==> config.mk <==
export PLATFORM = sky130hd
export DESIGN_NAME = vector_alu_sequencer
export DESIGN_NICKNAME = d
export VERILOG_FILES = /design/src/rtl/vector_alu_sequencer.sv
export SDC_FILE = /design/constraint.sdc
export NUM_CORES = 1
export LEC_CHECK = 0
export CORE_ASPECT_RATIO = 0.8
export CORE_UTILIZATION = 43
export DETAILED_ROUTE_END_ITERATION = 10
export PLACE_DENSITY = 0.75
export SLEW_MARGIN = 20
export SYNTH_ARGS = -nofsm -noshare
export SYNTH_HDL_FRONTEND = slang
export SYNTH_SLANG_ARGS = --single-unit
==> constraint.sdc <==
create_clock -name clk_i -period 3.1 [get_ports clk_i]
set_clock_uncertainty 0.1 [all_clocks]
set_input_delay 0.31 -clock clk_i [delete_from_list [all_inputs] [get_ports clk_i]]
set_output_delay 0.31 -clock clk_i [all_outputs]
set_load 0.02 [all_outputs]
==> src/rtl/vector_alu_sequencer.sv <==
// Sequences one vector operation through an external shared scalar ALU, one lane per cycle.
// Divide-by-zero lanes are resolved locally and the ALU result for them is discarded.
//
// state | meaning
// IDLE  | waiting for start_i; results held
// RUN   | one lane per cycle through the shared ALU
// FIN   | done_o pulse, back to IDLE
module vector_alu_sequencer #(
  parameter int BITS  = 32,
  parameter int LANES = 4
) (
  input  logic                    clk_i,
  input  logic                    rst_n_i,
  input  logic                    start_i,
  input  logic [1:0]              op_i,
  input  logic [LANES*BITS-1:0]   va_i,
  input  logic [LANES*BITS-1:0]   vb_i,
  output logic                    busy_o,
  output logic                    done_o,
  output logic [LANES*BITS-1:0]   vout_o,
  output logic [2*LANES-1:0]      vflags_o,
  output logic                    divz_o,
  output logic [BITS-1:0]         alu_in0_o,
  output logic [BITS-1:0]         alu_in1_o,
  output logic [1:0]              alu_op_o,
  input  logic [BITS-1:0]         alu_out_i,
  input  logic [1:0]              alu_flags_i
);

  localparam int IW = (LANES > 1) ? $clog2(LANES) : 1;
  localparam logic [1:0] S_IDLE = 2'd0;
  localparam logic [1:0] S_RUN  = 2'd1;
  localparam logic [1:0] S_FIN  = 2'd2;
  localparam logic [1:0] OP_DIV = 2'b11;
  localparam logic [IW-1:0] LAST_IDX = IW'(LANES - 1);

  logic [1:0]            state_q, state_d;
  logic [IW-1:0]         idx_q, idx_d;
  logic [LANES*BITS-1:0] va_q, va_d;
  logic [LANES*BITS-1:0] vb_q, vb_d;
  logic [1:0]            op_q, op_d;
  logic [LANES*BITS-1:0] vout_q, vout_d;
  logic [2*LANES-1:0]    vflags_q, vflags_d;
  logic                  divz_q, divz_d;

  logic [BITS-1:0] lane_a;
  logic [BITS-1:0] lane_b;
  logic            lane_divz;
  logic            running;

  assign running   = (state_q == S_RUN);
  assign lane_a    = va_q[idx_q*BITS +: BITS];
  assign lane_b    = vb_q[idx_q*BITS +: BITS];
  assign lane_divz = (op_q == OP_DIV) && (lane_b == '0);

  always_comb begin
    state_d  = state_q;
    idx_d    = idx_q;
    va_d     = va_q;
    vb_d     = vb_q;
    op_d     = op_q;
    vout_d   = vout_q;
    vflags_d = vflags_q;
    divz_d   = divz_q;
    case (state_q)
      S_IDLE: begin
        if (start_i) begin
          va_d    = va_i;
          vb_d    = vb_i;
          op_d    = op_i;
          idx_d   = '0;
          divz_d  = 1'b0;
          state_d = S_RUN;
        end
      end
      S_RUN: begin
        // zero divisor: force result 0 with Z set, ignore whatever the ALU returns
        if (lane_divz) begin
          vout_d[idx_q*BITS +: BITS] = '0;
          vflags_d[idx_q*2 +: 2]     = 2'b10;
          divz_d                     = 1'b1;
        end else begin
          vout_d[idx_q*BITS +: BITS] = alu_out_i;
          vflags_d[idx_q*2 +: 2]     = alu_flags_i;
        end
        if (idx_q == LAST_IDX) begin
          idx_d   = '0;
          state_d = S_FIN;
        end else begin
          idx_d = idx_q + 1'b1;
        end
      end
      S_FIN:   state_d = S_IDLE;
      default: state_d = S_IDLE;
    endcase
  end

  always_ff @(posedge clk_i or negedge rst_n_i) begin
    if (!rst_n_i) begin
      state_q  <= S_IDLE;
      idx_q    <= '0;
      va_q     <= '0;
      vb_q     <= '0;
      op_q     <= '0;
      vout_q   <= '0;
      vflags_q <= '0;
      divz_q   <= 1'b0;
    end else begin
      state_q  <= state_d;
      idx_q    <= idx_d;
      va_q     <= va_d;
      vb_q     <= vb_d;
      op_q     <= op_d;
      vout_q   <= vout_d;
      vflags_q <= vflags_d;
      divz_q   <= divz_d;
    end
  end

  assign busy_o    = running;
  assign done_o    = (state_q == S_FIN);
  assign vout_o    = vout_q;
  assign vflags_o  = vflags_q;
  assign divz_o    = divz_q;
  assign alu_in0_o = running ? lane_a : '0;
  assign alu_in1_o = running ? lane_b : '0;
  assign alu_op_o  = running ? op_q : 2'b00;

endmodule

==> impl_metrics.csv <==
group,metric,value,unit
logic_synthesis,synth_cell_type_count,32,
sta,fmax,0.3268,GHz
hold_path,hold_depth,3,
placement,pre_cts_ws,-0.02236,ns
clock_network,clkLatencyLatePin,0.54,ns
final_layout,fin_cells,2684,
hold_path,hold-path-endpoint,"va_q[97]$_DFFE_PN0P_",
power,total_power,0.02662,W
logic_synthesis,synth_top_family_by_area,"simple AND/OR/NAND/NOR gates",
power,pwr-share-clk,0.204,
logic_synthesis,synth_top_area_frac,0.5829,
critical_path,cp_data_required_time,2.69,ns
power,p_int,0.01660,W
clock_network,path_clk_slew,0.06,ns
logic_synthesis,syn_inst,1646,
logic_synthesis,synth_nets,1945,
power,irDropWorstVdd,0.6066,mV
global_routing,track_usage,0.2680,
critical_path,reg2reg_slack,0.10,ns
sta,rsz0062_at_grt,"yes",
clock_network,cts_buffers,42,
logic_synthesis,ys_warn_count,0,
hold_path,hp-class,"input port to flop",
final_layout,area_growth,42.58,%
final_layout,final_nets,2409,
hold_path,hold_start,"va_i[97]",
logic_synthesis,syn_avg_cell_area,10.41,um2
die,die_h,180.5,um
critical_path,cp-end-kind,"output port",
sta,finalHoldViolCount,0,
critical_path,crit_type,"flop to output port",
power,p_sw,0.01002,W
sta,period_needed,3.060,ns
route,routed_wl,54370,um
logic_synthesis,synth_area_leader_cell,"dfrtp_1",
placement,dp_hpwl,37050,um
sta,fin_crit_sh,0.9870,
clock_network,cts-root-buf,"clkbuf_16",
sta,setup_viol,0,
die,core,39360,um2
logic_synthesis,ys_ff_latch,399,
sta,max_slew.worst_pin.slew,0.7237,ns
power,power.density,1090,nW/um2
global_routing,grt_pass1_vias,14800,
die,die_w,225.2,um
global_routing,antenna_found_initial,6,
clock_network,h-tree-depth,2,
clock_network,cts_tree,"done",
logic_synthesis,synth-compound-area-share,0.07983,
logic_synthesis,synth_mux_area_frac,0.08414,
run_status,status,"completed",
critical_path,timing.rr.end,"vout_o[89]$_DFFE_PN0P_",
final_layout,drive_gt1_frac,0.09193,
critical_path,worst-r2r-cell-count,7,
critical_path,r2r_start,"idx_q[0]$_DFFE_PN0P_",
placement,portBuffers,499,
route,dr.pass1.iters,8,
final_layout,regArea,9992,um2
route,post_drt_via_cell_ratio,5.406,
logic_synthesis,synthAdderAreaFrac,0.002922,
final_layout,utilization,0.6205,
route,drtAntennaViolNets,0,
logic_synthesis,synth_xor_area_frac,0,
global_routing,grt_start_max_net_pins,159,
sta,finalWorstSetupSlack,0.04034,ns
die,die_area,40640,um2
global_routing,grt-ovfl-total,0,
placement,dpl_cell_area,22760,um2
logic_synthesis,ys_top_cells_by_area,"dfrtp_1, nand2_1, mux4_2",
route,wl_per_cell,20.26,um
die,rows,65,
clock_network,clk_path_buf_depth,3,
final_layout,design_area,24420,um2
die,initial_utilization,0.4352,
clock_network,clock-sinks,399,
power,netSwitchingFraction,0.3765,
logic_synthesis,synth-simple-area-share,0.2155,
route,dr_total_vias,14510,
global_routing,grt_pass1_wl,84630,um
die,ios,500,
route,drt_iter0_markers,1328,
flow_run,maxCapViolations,0,
sta,slew-limit-headroom,0.5175,
final_layout,fillers,3159,
power,seq_power_share,0.338,
power,combPwrFrac,0.458,
logic_synthesis,seq_area_frac_synth,0.5829,
placement,placed_cells,2596,
critical_path,worstSetupStartpointType,"flop",
placement,gp_congestion,0.8818,
final_layout,multiInputGateArea,6609,um2
logic_synthesis,synth_area,17130,um2
critical_path,arrival,2.65,ns
power,leakagePower,11.65,nW
route,drc_errors,0,
sta,final-max-slew-violation-count,0,
critical_path,cp_max_fo,21,
==> how the worst max path moves through the flow <==
stage	to	startpoint	slack, ns
CTS	vout_o[119]$_DFFE_PN0P_	idx_q[0]$_DFFE_PN0P_	-0.008
global route	alu_in0_o[16]	idx_q[0]$_DFFE_PN0P_	-0.04
floorplan	vout_o[34]$_DFFE_PN0P_	idx_q[1]$_DFFE_PN0P_	0.006
finish	alu_in0_o[21]	idx_q[0]$_DFFE_PN0P_	0.04
global placement	vout_o[96]$_DFFE_PN0P_	idx_q[0]$_DFFE_PN0P_	0.09
detailed placement	vout_o[119]$_DFFE_PN0P_	idx_q[0]$_DFFE_PN0P_	-0.02
==> cell usage in the layout, fill, tap and decap left out, types with 8 or more instances in the layout <==
master / n
dfrtp_1: 397
clkbuf_16: 45
mux4_2: 64
buf_4: 23
and3_1: 34
a32o_1: 99
a22o_1: 33
and2_1: 66
clkbuf_8: 8
clkdlybuf4s50_1: 487
nand2_1: 780
dlymetal6s2s_1: 11
buf_12: 15
==> cells by family (layout without fill, tap and decap cells) <==
| kind of cell | count (synthesis) | after routing |
|---|---|---|
| AND/OR/NAND/NOR | 904 | 904 |
| flip-flops | 399 | 399 |
| AO/OA/AOI/OAI | 146 | 146 |
| buffers and inverters | 129 | 626 |
| multiplexers | 64 | 64 |
| adder cells (fa/ha/maj) | 4 | 4 |
| other | 0 | 5 |
==> worst max-delay path, cell delays in order (launching register included) <==
cell and delay, ns:
dfrtp_4 0.50, bufbuf_16 0.37, mux4_2 0.51, and2_1 0.17, clkdlybuf4s50_1 0.53
==> flip-flops by register name (all words and copies together), names as in the netlist <==
signal / count
idx_q: 2
state_q: 2
vflags_o: 8
vout_o: 128
op_q: 2
divz_o: 1
vb_q: 128
va_q: 128
==> Yosys cell counts <==
master,number
and2_1,67
or3_1,1
o21ai_0,1
nand4b_1,1
nor3_1,1
nor2_1,5
buf_2,7
a2bb2oi_1,1
dfrtp_1,399
mux4_2,64
o31ai_1,2
buf_6,13
a21oi_1,6
nor4b_1,2
a22o_1,33
ha_1,4
a31oi_1,1
inv_1,1
clkbuf_1,96
nand3_1,2
nor4_1,7
and3_1,34
inv_2,4
a32o_1,99
nand2_1,781
a41oi_1,2
buf_4,1
nand2b_1,1
nand4_1,1
buf_1,7
nor2b_1,1
o21ai_1,1
==> metal layers <==
layer  part of all wire  global-route usage
met2               0.48              0.4335
met4              0.039              0.1037
met5                  0                   0
met1               0.41              0.3579
met3              0.072             0.05104
==> power groups by stage <==
stage	Sequential (W)	Combinational, W	Clock [W]
final	0.00901	0.0122	0.00542
after global routing	0.00924	0.0131	0.00573
after CTS	0.00902	0.0122	0.00550
after detailed placement	0.00911	0.0119	0
after global placement	0.00901	0.0117	0
after floorplan	0.00940	0.00627	0
==> what timing repair did <==
item,in CTS,in global routing
endpoints found under the setup margin,113,151
resized for setup,4,15
hold endpoints to repair,70,0
gates cloned,1,0
pin swaps,5,68
buffers inserted,1,3
hold buffers,1,0
==> stage by stage <==
stage               setup TNS (ns)  hold slack (ns)
floorplan                        0         -0.08559
global placement                 0           0.2662
detailed placement         -0.2947           0.2689
CTS                       -0.05484           0.1660
global route               -0.4499           0.1839
finish                           0           0.1951
==> cell type report <==
type | count | share of cell area
well taps | 536 | 0.02746
multi-input cells | 1118 | 0.2706
diodes | 5 | 0.0005123
clock buffers | 57 | 0.05123
inverters | 5 | 0.0007684
flip-flops and latches | 399 | 0.4091
repair buffers | 544 | 0.2301
clock inverters | 20 | 0.01030
No activity file was read; power rests on OpenSTA's default activity.
